`src/rtl/spi_ram_ctrl_pkg.sv`:
```
// ---------------------------------------------------------------------------
// spi_ram_ctrl_pkg
//   Shared definitions for the SPI-to-RAM command sequencer: opcode values
//   for the 10-bit SPI word, FSM state encoding and address helpers.
//   Imported by the controller RTL and by any block that builds or decodes
//   SPI command words (SPI slave, test bench).
// ---------------------------------------------------------------------------
package spi_ram_ctrl_pkg;

  // SPI word layout: [9:8] opcode, [7:0] payload
  localparam logic [1:0] OP_WR_ADDR = 2'b00;
  localparam logic [1:0] OP_WR_DATA = 2'b01;
  localparam logic [1:0] OP_RD_ADDR = 2'b10;
  localparam logic [1:0] OP_RD_DATA = 2'b11;

  typedef enum logic [2:0] {
    ST_IDLE     = 3'd0,
    ST_WR       = 3'd1,
    ST_RD_ISSUE = 3'd2,
    ST_RD_WAIT  = 3'd3,
    ST_TX       = 3'd4
  } state_t;

  // depth is carried as 9 bits so that a full 256-word RAM is representable
  function automatic logic addr_in_range(input logic [7:0] addr,
                                         input logic [8:0] depth);
    return ({1'b0, addr} < depth);
  endfunction

  // Post-increment with wrap: (depth-1)+1 -> 0
  function automatic logic [7:0] wrap_inc(input logic [7:0] addr,
                                          input logic [8:0] depth);
    logic [8:0] sum;
    sum = {1'b0, addr} + 9'd1;
    return (sum >= depth) ? 8'd0 : sum[7:0];
  endfunction

endpackage

```
`src/rtl/spi_ram_ctrl_if.sv`:
```
// ---------------------------------------------------------------------------
// spi_ram_ctrl_if
//   Bundles the SPI word stream, the read-data return path and the RAM port
//   of the command sequencer.
//   master : the sequencer (consumes rx_*, mem_rdata; drives tx_*, mem_*,
//            busy, cmd_err)
//   slave  : the environment (SPI slave + RAM), the mirror image
//   Signals:
//     rx_data[9:0]  SPI word, [9:8] opcode, [7:0] payload
//     rx_valid      SPI word valid (level; may be held)
//     tx_data[7:0]  read data back to the SPI slave
//     tx_valid      tx_data valid
//     mem_addr[7:0] RAM address
//     mem_wdata[7:0]RAM write data
//     mem_we        RAM write strobe
//     mem_re        RAM read strobe
//     mem_rdata[7:0]RAM read data
//     busy          read in flight
//     cmd_err       command rejected pulse
// ---------------------------------------------------------------------------
interface spi_ram_ctrl_if;

  logic [9:0] rx_data;
  logic       rx_valid;
  logic [7:0] tx_data;
  logic       tx_valid;
  logic [7:0] mem_addr;
  logic [7:0] mem_wdata;
  logic       mem_we;
  logic       mem_re;
  logic [7:0] mem_rdata;
  logic       busy;
  logic       cmd_err;

  modport master (
    input  rx_data, rx_valid, mem_rdata,
    output tx_data, tx_valid, mem_addr, mem_wdata, mem_we, mem_re,
           busy, cmd_err
  );

  modport slave (
    output rx_data, rx_valid, mem_rdata,
    input  tx_data, tx_valid, mem_addr, mem_wdata, mem_we, mem_re,
           busy, cmd_err
  );

endinterface

```
`src/rtl/spi_ram_ctrl_rise_det.sv`:
```
// ---------------------------------------------------------------------------
// spi_ram_ctrl_rise_det
//   Registered rising-edge detector. rise is high in the first cycle that
//   din is high after having been low; a held-high din gives one pulse only.
//   Ports:
//     clk    in  rising-edge clock
//     rst_n  in  synchronous active-low reset (delayed copy clears to 0)
//     din    in  level input
//     rise   out din & ~din delayed by one cycle
// ---------------------------------------------------------------------------
module spi_ram_ctrl_rise_det (
  input  logic clk,
  input  logic rst_n,
  input  logic din,
  output logic rise
);

  logic din_d_reg;

  always_ff @(posedge clk) begin
    if (!rst_n) begin
      din_d_reg <= 1'b0;
    end else begin
      din_d_reg <= din;
    end
  end

  assign rise = din & ~din_d_reg;

endmodule

```
`src/rtl/spi_ram_ctrl.sv`:
```
// ---------------------------------------------------------------------------
// spi_ram_ctrl
//   Command sequencer between an SPI slave and a single-port synchronous RAM.
//   Each accepted 10-bit SPI word is decoded into a register update, a RAM
//   write or a RAM read whose data is returned on tx_data/tx_valid.
//   Parameters:
//     DEPTH      RAM words (<= 256); addresses >= DEPTH are rejected
//     RD_LATENCY cycles from mem_re to valid mem_rdata (1..4)
//     TX_HOLD    cycles tx_valid/tx_data are held for the slave
//     AUTO_INC   1: write/read address post-increment with wrap at DEPTH
//   Ports:
//     clk    in  rising-edge clock
//     rst_n  in  synchronous active-low reset
//     bus    spi_ram_ctrl_if.master (SPI word in, read data out, RAM port,
//            busy, cmd_err)
// ---------------------------------------------------------------------------
module spi_ram_ctrl #(
  parameter int DEPTH      = 256,
  parameter int RD_LATENCY = 1,
  parameter int TX_HOLD    = 8,
  parameter bit AUTO_INC   = 1'b0
) (
  input  logic           clk,
  input  logic           rst_n,
  spi_ram_ctrl_if.master bus
);

  import spi_ram_ctrl_pkg::*;

  localparam logic [8:0]        DEPTH_W9  = 9'(DEPTH);
  localparam int                HOLD_W    = (TX_HOLD > 1) ? $clog2(TX_HOLD) : 1;
  localparam logic [HOLD_W-1:0] HOLD_LAST = HOLD_W'(TX_HOLD - 1);
  localparam logic [1:0]        WAIT_LAST = 2'(RD_LATENCY - 1);

  state_t            state_reg, state_next;
  logic [7:0]        wr_addr_reg, wr_addr_next;
  logic [7:0]        rd_addr_reg, rd_addr_next;
  logic              rd_addr_ok_reg, rd_addr_ok_next;
  logic [7:0]        tx_data_reg, tx_data_next;
  logic [7:0]        mem_addr_reg, mem_addr_next;
  logic [7:0]        mem_wdata_reg, mem_wdata_next;
  logic              cmd_err_reg, cmd_err_next;
  logic [1:0]        wait_cnt_reg, wait_cnt_next;
  logic [HOLD_W-1:0] hold_cnt_reg, hold_cnt_next;

  logic       accept;
  logic       busy_int;
  logic [1:0] op;
  logic [7:0] payload;

  assign op       = bus.rx_data[9:8];
  assign payload  = bus.rx_data[7:0];
  assign busy_int = (state_reg == ST_RD_ISSUE) || (state_reg == ST_RD_WAIT);

  // Only the first cycle of an rx_valid pulse is a command
  spi_ram_ctrl_rise_det u_rise_det (
    .clk   (clk),
    .rst_n (rst_n),
    .din   (bus.rx_valid),
    .rise  (accept)
  );

  // ---------------- state register ----------------
  always_ff @(posedge clk) begin
    if (!rst_n) begin
      state_reg <= ST_IDLE;
    end else begin
      state_reg <= state_next;
    end
  end

  // ---------------- next state / datapath ----------------
  always_comb begin
    state_next      = state_reg;
    wr_addr_next    = wr_addr_reg;
    rd_addr_next    = rd_addr_reg;
    rd_addr_ok_next = rd_addr_ok_reg;
    tx_data_next    = tx_data_reg;
    mem_addr_next   = mem_addr_reg;
    mem_wdata_next  = mem_wdata_reg;
    cmd_err_next    = 1'b0;
    wait_cnt_next   = wait_cnt_reg;
    hold_cnt_next   = hold_cnt_reg;

    case (state_reg)
      ST_WR: begin
        state_next = ST_IDLE;
      end
      ST_RD_ISSUE: begin
        state_next    = ST_RD_WAIT;
        wait_cnt_next = WAIT_LAST;
      end
      ST_RD_WAIT: begin
        // last wait cycle is exactly RD_LATENCY cycles after mem_re
        if (wait_cnt_reg == 2'd0) begin
          tx_data_next  = bus.mem_rdata;
          hold_cnt_next = HOLD_LAST;
          state_next    = ST_TX;
        end else begin
          wait_cnt_next = wait_cnt_reg - 2'd1;
        end
      end
      ST_TX: begin
        if (hold_cnt_reg == '0) begin
          state_next = ST_IDLE;
        end else begin
          hold_cnt_next = hold_cnt_reg - HOLD_W'(1);
        end
      end
      default: ;
    endcase

    if (accept) begin
      if (busy_int) begin
        // read in flight: drop the command, touch nothing else
        cmd_err_next = 1'b1;
      end else begin
        // from IDLE, WR or TX: any remaining TX hold is abandoned
        state_next = ST_IDLE;
        case (op)
          OP_WR_ADDR: begin
            if (addr_in_range(payload, DEPTH_W9)) begin
              wr_addr_next = payload;
            end else begin
              cmd_err_next = 1'b1;
            end
          end
          OP_WR_DATA: begin
            state_next     = ST_WR;
            mem_addr_next  = wr_addr_reg;
            mem_wdata_next = payload;
            if (AUTO_INC) begin
              wr_addr_next = wrap_inc(wr_addr_reg, DEPTH_W9);
            end
          end
          OP_RD_ADDR: begin
            if (addr_in_range(payload, DEPTH_W9)) begin
              rd_addr_next    = payload;
              rd_addr_ok_next = 1'b1;
            end else begin
              cmd_err_next = 1'b1;
            end
          end
          OP_RD_DATA: begin
            if (rd_addr_ok_reg) begin
              state_next    = ST_RD_ISSUE;
              mem_addr_next = rd_addr_reg;
              // without auto-increment each read needs a fresh address
              if (AUTO_INC) begin
                rd_addr_next = wrap_inc(rd_addr_reg, DEPTH_W9);
              end else begin
                rd_addr_ok_next = 1'b0;
              end
            end else begin
              cmd_err_next = 1'b1;
            end
          end
          default: ;
        endcase
      end
    end
  end

  // ---------------- datapath registers ----------------
  always_ff @(posedge clk) begin
    if (!rst_n) begin
      wr_addr_reg    <= 8'd0;
      rd_addr_reg    <= 8'd0;
      rd_addr_ok_reg <= 1'b0;
      tx_data_reg    <= 8'd0;
      mem_addr_reg   <= 8'd0;
      mem_wdata_reg  <= 8'd0;
      cmd_err_reg    <= 1'b0;
      wait_cnt_reg   <= 2'd0;
      hold_cnt_reg   <= '0;
    end else begin
      wr_addr_reg    <= wr_addr_next;
      rd_addr_reg    <= rd_addr_next;
      rd_addr_ok_reg <= rd_addr_ok_next;
      tx_data_reg    <= tx_data_next;
      mem_addr_reg   <= mem_addr_next;
      mem_wdata_reg  <= mem_wdata_next;
      cmd_err_reg    <= cmd_err_next;
      wait_cnt_reg   <= wait_cnt_next;
      hold_cnt_reg   <= hold_cnt_next;
    end
  end

  // Strobes decode straight from the state, so reset clears them at once
  // and mem_we/mem_re can never coincide.
  assign bus.mem_we    = (state_reg == ST_WR);
  assign bus.mem_re    = (state_reg == ST_RD_ISSUE);
  assign bus.tx_valid  = (state_reg == ST_TX);
  assign bus.busy      = busy_int;
  assign bus.tx_data   = tx_data_reg;
  assign bus.mem_addr  = mem_addr_reg;
  assign bus.mem_wdata = mem_wdata_reg;
  assign bus.cmd_err   = cmd_err_reg;

endmodule

```
`src/flat_wrapper.sv`:
```
// flat-port wrapper written by rule: the top's interface ports become plain ports
module spi_ram_ctrl_flat import spi_ram_ctrl_pkg::*;
#(
  parameter int DEPTH      = 256,
  parameter int RD_LATENCY = 1,
  parameter int TX_HOLD    = 8,
  parameter bit AUTO_INC   = 1'b0
)
  (clk, rst_n, bus_rx_data, bus_rx_valid, bus_mem_rdata, bus_tx_data, bus_tx_valid, bus_mem_addr, bus_mem_wdata, bus_mem_we, bus_mem_re, bus_busy, bus_cmd_err);
  spi_ram_ctrl_if bus_i ();
  input  logic clk;
  input  logic rst_n;
  input wire logic [$bits(bus_i.rx_data)-1:0] bus_rx_data;
  input wire logic [$bits(bus_i.rx_valid)-1:0] bus_rx_valid;
  input wire logic [$bits(bus_i.mem_rdata)-1:0] bus_mem_rdata;
  output wire logic [$bits(bus_i.tx_data)-1:0] bus_tx_data;
  output wire logic [$bits(bus_i.tx_valid)-1:0] bus_tx_valid;
  output wire logic [$bits(bus_i.mem_addr)-1:0] bus_mem_addr;
  output wire logic [$bits(bus_i.mem_wdata)-1:0] bus_mem_wdata;
  output wire logic [$bits(bus_i.mem_we)-1:0] bus_mem_we;
  output wire logic [$bits(bus_i.mem_re)-1:0] bus_mem_re;
  output wire logic [$bits(bus_i.busy)-1:0] bus_busy;
  output wire logic [$bits(bus_i.cmd_err)-1:0] bus_cmd_err;
  assign bus_i.rx_data = bus_rx_data;
  assign bus_i.rx_valid = bus_rx_valid;
  assign bus_i.mem_rdata = bus_mem_rdata;
  assign bus_tx_data = bus_i.tx_data;
  assign bus_tx_valid = bus_i.tx_valid;
  assign bus_mem_addr = bus_i.mem_addr;
  assign bus_mem_wdata = bus_i.mem_wdata;
  assign bus_mem_we = bus_i.mem_we;
  assign bus_mem_re = bus_i.mem_re;
  assign bus_busy = bus_i.busy;
  assign bus_cmd_err = bus_i.cmd_err;
  spi_ram_ctrl #(.DEPTH(DEPTH), .RD_LATENCY(RD_LATENCY), .TX_HOLD(TX_HOLD), .AUTO_INC(AUTO_INC)) u_core (.clk(clk), .rst_n(rst_n), .bus(bus_i));
endmodule
```
`config.mk`:
```
export PLATFORM = sky130hd
export DESIGN_NAME = spi_ram_ctrl_flat
export DESIGN_NICKNAME = d
export VERILOG_FILES = /design/src/rtl/spi_ram_ctrl_pkg.sv /design/src/rtl/spi_ram_ctrl_if.sv /design/src/rtl/spi_ram_ctrl_rise_det.sv /design/src/rtl/spi_ram_ctrl.sv /design/src/flat_wrapper.sv
export SDC_FILE = /design/constraint.sdc
export NUM_CORES = 1
export LEC_CHECK = 0
export ABC_CLOCK_PERIOD_IN_PS = 1900
export BUFFER_PORTS_ARGS = -buffer_cell sky130_fd_sc_hd__buf_4
export CORE_ASPECT_RATIO = 0.75
export CORE_MARGIN = 10
export CORE_UTILIZATION = 53
export DETAILED_ROUTE_END_ITERATION = 10
export HOLD_SLACK_MARGIN = 0.15
export PLACE_DENSITY = 0.88
export SLEW_MARGIN = 40
export SYNTH_ARGS = -nofsm -noshare
export SYNTH_HDL_FRONTEND = slang
export SYNTH_SLANG_ARGS = --single-unit
```
`constraint.sdc`:
```
create_clock -name clk -period 1.9 [get_ports clk]
set_clock_uncertainty 0.05 [all_clocks]
set_input_delay 0.38 -clock clk [delete_from_list [all_inputs] [get_ports clk]]
set_output_delay 0.38 -clock clk [all_outputs]
set_load 0.01 [all_outputs]
```
## Word-level counts from Yosys, hierarchy flattened

Index checks and enable logic that the tools add are counted.

| cells by class | value |
|---|---|
| $add $sub $neg | 2 |
| eq/ne operators | 11 |
| multiplexer cells | 18 |
| bitwise gates (word level) | 3 |
| reduce and logical (&&, ||, !) cells | 17 |

Operators by type and width:

| operator | count |
|---|---|
| 3-bit two-way mux | 6 |
| 8-bit one-hot mux with 2 select lines | 1 |
| 3-bit AND reduction | 5 |
| 3-bit one-hot mux with 2 select lines | 2 |
| 3-bit one-hot mux with 4 select lines | 1 |
| 8-bit two-way mux | 1 |
| 2-bit nonzero test | 4 |
| 3-bit by 2-bit equality test with 1-bit output, second input constant | 2 |
| 2-bit != test, second input constant | 3 |
| 2-bit AND reduction | 3 |
| 2-bit equality test, second input constant | 2 |
| 2-bit logical NOT | 2 |
| 2-bit two-way mux | 2 |
| 2-bit one-hot mux with 2 select lines | 1 |
| 4-bit AND reduction | 1 |
| 3-bit by 1-bit equality test with 1-bit output, second input constant | 1 |
| 3-bit equality test, second input constant | 1 |
| 3-bit logical NOT | 1 |
| 1-bit two-way mux | 3 |
| 3-bit by 1-bit subtractor with 3-bit output, second input constant | 1 |
| 2-bit by 1-bit equality test with 1-bit output, second input constant | 1 |
| 2-bit by 1-bit != test with 1-bit output, second input constant | 1 |
| 1-bit inverter | 2 |
| 1-bit one-hot mux with 2 select lines | 1 |
| 3 further kinds | 3 |

| storage, ports and cells | value |
|---|---|
| flip-flop bits (word level) | 51 |
| bits of input ports | 21 |
| output and inout port bits | 29 |
| logic and storage cells | 62 |

## Logic depth before layout (Yosys ltp)

Gate-level depths: netlist (run 1).

| depth | value |
|---|---|
| depth after elaboration | 5 |
| depth in mapped cells | 6 |
| gate-level depth less buffers | 5 |

## Hierarchy

A second synthesis (run 1) with hierarchy kept.

| unflattened totals | value |
|---|---|
| cell total of the unflattened synthesis | 270 |
| area total of the unflattened synthesis | 2283.4 µm² |

Modules (own cells, without submodules):

| module | instances | cells an instance | area each (µm²) | sequential area each (µm²) |
|---|---|---|---|---|
| spi_ram_ctrl | 1 | 267 | 2243.4 | 1001.0 |
| spi_ram_ctrl_rise_det | 1 | 3 | 40.0 | 20.0 |

## Worst setup path after synthesis (run 1)

Ideal clock, no wire load.

| timing path | value |
|---|---|
| kind | register to register |
| start point | reg u_core.state_reg[2] |
| end point | reg u_core.rd_addr_reg[0] |
| arrival time | 1.421 ns |
| path slack | 0.310 ns |
| stages on the path, launching flop included | 7 |
| path buffers | 2 |
| cells stage by stage | dfxtp_1 -> nand2b_1 -> buf_6 -> inv_2 -> or4_4 -> buf_6 -> mux2i_1 |

| between the ends | value |
|---|---|
| longest elaborated chain between the ends | 4 |

Ends and longest elaborated chain:

| what | RTL line | text |
|---|---|---|
| start, declared | spi_ram_ctrl.sv:35 | `state_t state_reg, state_next;` |
| start signal, assigned | spi_ram_ctrl.sv:68 | `state_reg <= state_next;` |
| 3-bit by 2-bit equality test with 1-bit output | spi_ram_ctrl.sv:53 | `assign busy_int = (state_reg == ST_RD_ISSUE) \|\| (state_reg == ST_RD_WAIT);` |
| 1-bit logical OR (*) | spi_ram_ctrl.sv:53 |  |
| named net bus_busy | flat_wrapper.sv:22 | `output wire logic [$bits(bus_i.busy)-1:0] bus_busy;` |
| 1-bit inverter (no line) (*) | n/a |  |
| 3-bit AND reduction (no line) (*) | n/a |  |
| end signal, assigned | spi_ram_ctrl.sv:178 | `rd_addr_reg <= rd_addr_next;` |
| end, declared | spi_ram_ctrl.sv:37 | `logic [7:0] rd_addr_reg, rd_addr_next;` |

The timed path passes the listed nets; every way through them passes the cells marked *.
A chain may end at the register's enable or synchronous reset.

## Worst setup path after layout (run 1)

| timing path | value |
|---|---|
| start point | reg u_core.state_reg[2] |
| end point | out bus_mem_re |

| between the ends | value |
|---|---|
| longest elaborated chain between the ends | 1 |

Ends and longest elaborated chain:

| what | RTL line | text |
|---|---|---|
| 3-bit by 2-bit equality test with 1-bit output | spi_ram_ctrl.sv:192 | `assign bus.mem_re = (state_reg == ST_RD_ISSUE);` |
| end, declared | flat_wrapper.sv:21 | `output wire logic [$bits(bus_i.mem_re)-1:0] bus_mem_re;` |

No other way between the ends.

==> reports/metrics.cfg, run 1 <==
[clock_tree]
htree_levels=2
cts_buffer_depth=2
post-cts-setup-buffers=0
clk_latency_ps=300
cts-resized-gates=0
hold_buffers=0
cts_buffers=5
tritoncts=built
cts_root_buffer=clkbuf_8
clock_sinks=51
path_clk_slew_ps=90

[timing]
period_minus_slack_ps=1760
tightest_slew_ps=454
fin_crit_sh_pct=92.7
setup_tns_ps=0
clock.fmax_ghz=0.568
final_hold_viol_count=0
fin_ws_ps=139
setup_violations=0
slew_headroom_pct=69.7
grt_setup_unrepaired=false
maxSlewViolCount=0

[critical_path]
critPathMaxStageDelay_ps=420
critPathTopFamily=flip-flops
rrSetupSlack_ps=240
crit_path_end_kind=primary output
cp_num_buf_inv=2
timing.rr.end=u_core.hold_cnt_reg[0]
worst-setup-path-type=register to primary output
worst_setup_path_endpoint=bus_mem_re
arrival_ps=1330
start_kind=register
rr_worst_depth=5
crit_cells=4
critPathMostFrequentCell=buf_4
crit_required_ps=1470
critical_path.slowest_cell=dfxtp_1
path_max_fanout=17
r2r_start=u_core.wait_cnt_reg[0]
critPathLaunch=u_core.state_reg[2]
cp_cell_sequence=nand2b_1, buf_4, nor2_1, buf_4

[cells_and_area]
diodes=0
layout-drive-gt1-share_pct=24.8
fin_nets=309
n_fill_cell=275
area_growth_pct=25.5
instances_no_fill=338
fin_util_pct=71.4

[synthesis]
synth.area.top_cells=dfxtp_1 47%, mux2i_1 11%, nand2_1 10%
syn_area_um2=2150
yosysWarnings=0
syn_nets=259
syn_avg_cell_area_um2=9.15
synth_most_common_cell=nand2_1
synth.yosys.seq_area_share_pct=47.5
syn_inst=235
synth_edf_count=0
yosys.area.top_type=dfxtp_1
synthTopCellsByCount=57 x nand2_1, 51 x dfxtp_1, 24 x mux2i_1, 13 x clkbuf_1, 11 x a21oi_1
synth_top_area_share_pct=47.5
async_reset_ff_share_pct=0
synth_cell_types=36
synthFlopType=dfxtp_1
synth_seq_cells=51

[grt]
grtUsageMet1_pct=18.9
gr-total-overflow=0
grt_use_total_pct=15.8
grt_max_degree=38
grt_pass1_wl_mm=9.03
grt_util_met2_pct=27.3
grt_antenna_before_repair=0
met3_usage_pct=4.07
busiest_layer=met2
grt_pass1_vias=1883

[routing]
dr.pass1.iters=4
routedWlPerCell_um=16.1
vias=1891
viasPerCell=5.59
drc=0
postRouteAntennaNets=0
first_iter_violations=111
finalWirelength_mm=5.45

[place]
portBuffers=49
place_ws_ps=275
dp_hpwl_mm=4.01
place_congestion=0.827
placed_cells=330

[pwr]
powerDensity_nw_per_um2=788
leakagePower_nw=1.11
ir_drop_v=0.000529

[floorplan]
die_x_um=93.5
placementRows=19
core-area_um2=3780
ioPinCount=50
die_area_um2=7030
start_util_pct=56.9
fp.dieH_um=75.2

[min_path]
hold_class=primary input to register

[status]
outcome=complete, no violations

[run]
maxCapViolations=0

worst min-delay path by stage:
stage | startpoint | to | slack (ps) | cells past startpoint
2_1_floorplan | u_core.wr_addr_reg[0] | u_core.wr_addr_reg[0] | 380 | 2
3_3_place_gp | u_core.bus.tx_data[3] | u_core.bus.tx_data[3] | 390 | 2
3_5_place_dp | u_core.wr_addr_reg[6] | u_core.wr_addr_reg[6] | 400 | 2
4_1_cts | bus_mem_rdata[1] | u_core.bus.tx_data[1] | 260 | 3
5_1_grt | bus_mem_rdata[1] | u_core.bus.tx_data[1] | 260 | 3
6_report | bus_mem_rdata[1] | u_core.bus.tx_data[1] | 270 | 3
layout make-up:
cell class | count | area, µm² | share of cell area, %
repair buffers | 60 | 450 | 16.7
flip-flops and latches | 51 | 1020 | 37.8
clock buffers | 5 | 68.8 | 2.55
clock inverters | 3 | 43.8 | 1.62
inverters | 8 | 30.0 | 1.11
well taps | 52 | 65.1 | 2.41
multi-input cells | 159 | 1020 | 37.8
cells in the final DEF, fill, tap and decap left out, types with 5 or more instances in the layout:
master and count:
inv_1 7, a21oi_1 11, nand3_1 9, mux2i_1 24, a41oi_1 8, buf_4 60, clkbuf_8 5, dfxtp_1 51
a311oi_1 9, nand2_1 57
stage by stage:
step | power (mW) | hold slack (ps) | area (µm²)
floorplan | 1.28 | 385 | 2150
global placement | 1.38 | 392 | 2580
detailed placement | 1.39 | 398 | 2580
CTS | 2.14 | 260 | 2700
global route | 2.20 | 260 | 2700
finish | 2.13 | 269 | 2700
tightest hold or removal path: stages:
cell	delay, ps
buf_4	110
nand2_1	40
a21oi_1	50
where the power goes:
part | internal [mW] | switching [mW] | leakage (nW)
Combinational | 0.110 | 0.132 | 0.638
Clock | 0.393 | 0.369 | 0.0581
Sequential | 1.10 | 0.0217 | 0.414
Total | 1.60 | 0.523 | 1.11
routing by layer:
metal | wire length, µm | up-vias
li1 | - | 932
met1 | 2400 | 911
met2 | 2740 | 44
met3 | 266 | 4
met4 | 44 | 0
met5 | 0 | -
cells by family after synthesis:
family / share of synthesized area [%]
DFF: 47.5
and+or+nand+nor: 21.0
muxes: 11.2
buffers and inverters: 5.12
adders and majority gates: 1.75
AOI/OAI and AO/OA: 13.5
No activity file was read; power rests on OpenSTA's default activity.
==> run 2: changes to the inputs <==
RECOVER_POWER = 25   (was default)
==> reports/metrics.cfg, run 2 (synthesis results as in run 1) <==
[pwr]
combPwrFrac_pct=11.0
switching_share_pct=24.6
seq_power_share_pct=53.1
powerDensity_nw_per_um2=806
clock_power_share_pct=35.9
netSwitchingPower_mw=0.520
ir_drop_v=0.000531
leakagePower_nw=1.03
intPower_mw=1.59

[routing]
finalWirelength_mm=5.43
routedWlPerCell_um=16.1
dr.pass1.iters=4
viasPerCell=5.59
vias=1888
postRouteAntennaNets=0
first_iter_violations=110
drc=0

[critical_path]
start_kind=register
r2r_start=u_core.wait_cnt_reg[0]
rrSetupSlack_ps=230
crit_required_ps=1470
arrival_ps=1340
path_max_fanout=17
worst-setup-path-type=register to primary output
crit_path_end_kind=primary output
timing.rr.end=u_core.hold_cnt_reg[0]
rr_worst_depth=5

[grt]
grt_pass1_vias=1883
grt_antenna_before_repair=0
grt_use_total_pct=15.8
grt_pass1_wl_mm=9.03
gr-total-overflow=0
grt_max_degree=38

[clock_tree]
clk_latency_ps=300
clock_sinks=51
post-cts-setup-buffers=0
htree_levels=2
cts_buffer_depth=2
cts_root_buffer=clkbuf_8
cts-resized-gates=0
cts_buffers=5
path_clk_slew_ps=90
hold_buffers=0
tritoncts=built

[floorplan]
placementRows=19
die_area_um2=7030
start_util_pct=56.9
die_x_um=93.5
ioPinCount=50
fp.dieH_um=75.2
core-area_um2=3780

[place]
dpl-instance-area_um2=2580
place_congestion=0.827
portBuffers=49
dp_hpwl_mm=4.01

[run]
maxCapViolations=0

[cells_and_area]
layout_commonest_cell=nand2_1
mostFrequentLayoutCells=57 x nand2_1, 51 x dfxtp_1, 40 x buf_4
diodes=0
fin_area_um2=2620
layout-drive-gt1-share_pct=18.2
fin_nets=309
regArea_um2=1020
area_growth_pct=22.1
multi_input_area_um2=1020
n_fill_cell=299

[timing]
period_minus_slack_ps=1770
clock.fmax_ghz=0.566
maxSlewViolCount=0
slew_headroom_pct=53.6
setup_tns_ps=0
grt_setup_unrepaired=false
final_hold_viol_count=0
fin_crit_sh_pct=92.9
setup_violations=0
tightest_slew_ps=696

[min_path]
min_path_cells=3
hold_class=primary input to register
min_from=bus_mem_rdata[1]
hold_end=u_core.bus.tx_data[1]

[status]
outcome=complete, no violations

[run 2: changes by cell type in the layout (fill, tap and decap cells not counted)]
cell | previous run | this run
buf_4 | 60 | 40
clkbuf_1 | 0 | 19
clkbuf_2 | 0 | 1
[run 2: how the worst max path moves through the flow]
stage	start	endpoint	slack (ps)	cells after the start
global placement	bus_rx_valid	u_core.bus.mem_wdata[4]	320	5
floorplan	u_core.state_reg[2]	u_core.rd_addr_reg[0]	310	6
global route	u_core.state_reg[2]	bus_mem_re	40	4
detailed placement	u_core.wait_cnt_reg[0]	u_core.hold_cnt_reg[0]	270	5
CTS	u_core.state_reg[2]	bus_mem_re	140	4
finish	u_core.state_reg[2]	bus_mem_re	130	4
[run 2: worst max-delay path, cell delays in order (launching register included)]
cell and delay (ps):
dfxtp_1 430, nand2b_1 180, buf_4 220, nor2_1 60, buf_4 150
[run 2: final cells by class]
type                    count  share of cell area (%)
clock buffers               5                    2.62
multi-input cells         159                    38.8
repair buffers             60                    14.4
clock inverters             3                    1.67
inverters                   8                    1.14
flip-flops and latches     51                    38.9
well taps                  52                    2.48
[run 2: per-layer routing]
metal | part of all wire, % | GRT usage [%]
met1 | 44 | 18.9
met3 | 5.2 | 4.07
met2 | 50 | 27.3
met5 | 0 | 0
met4 | 0.81 | 5.04
[run 2: power by group through the flow]
stage                     registers (mW)  clock network, mW  logic, mW
after floorplan                     1.15                  0      0.129
after global placement              1.15                  0      0.234
after detailed placement            1.15                  0      0.241
after CTS                           1.12              0.771      0.242
after global routing                1.13              0.805      0.255
final                               1.12              0.758      0.233
[run 2: through the flow]
stage | utilization [%] | total power [mW] | setup WS, ps | cells | hold slack, ps
2_1_floorplan | - | 1.28 | 310 | 235 | 385
3_3_place_gp | 68.4 | 1.38 | 324 | 330 | 392
3_5_place_dp | 68.4 | 1.39 | 275 | 330 | 398
4_1_cts | 71.4 | 2.14 | 139 | 338 | 260
5_1_grt | 69.4 | 2.19 | 41.3 | 338 | 260
6_report | 69.4 | 2.11 | 134 | 338 | 268
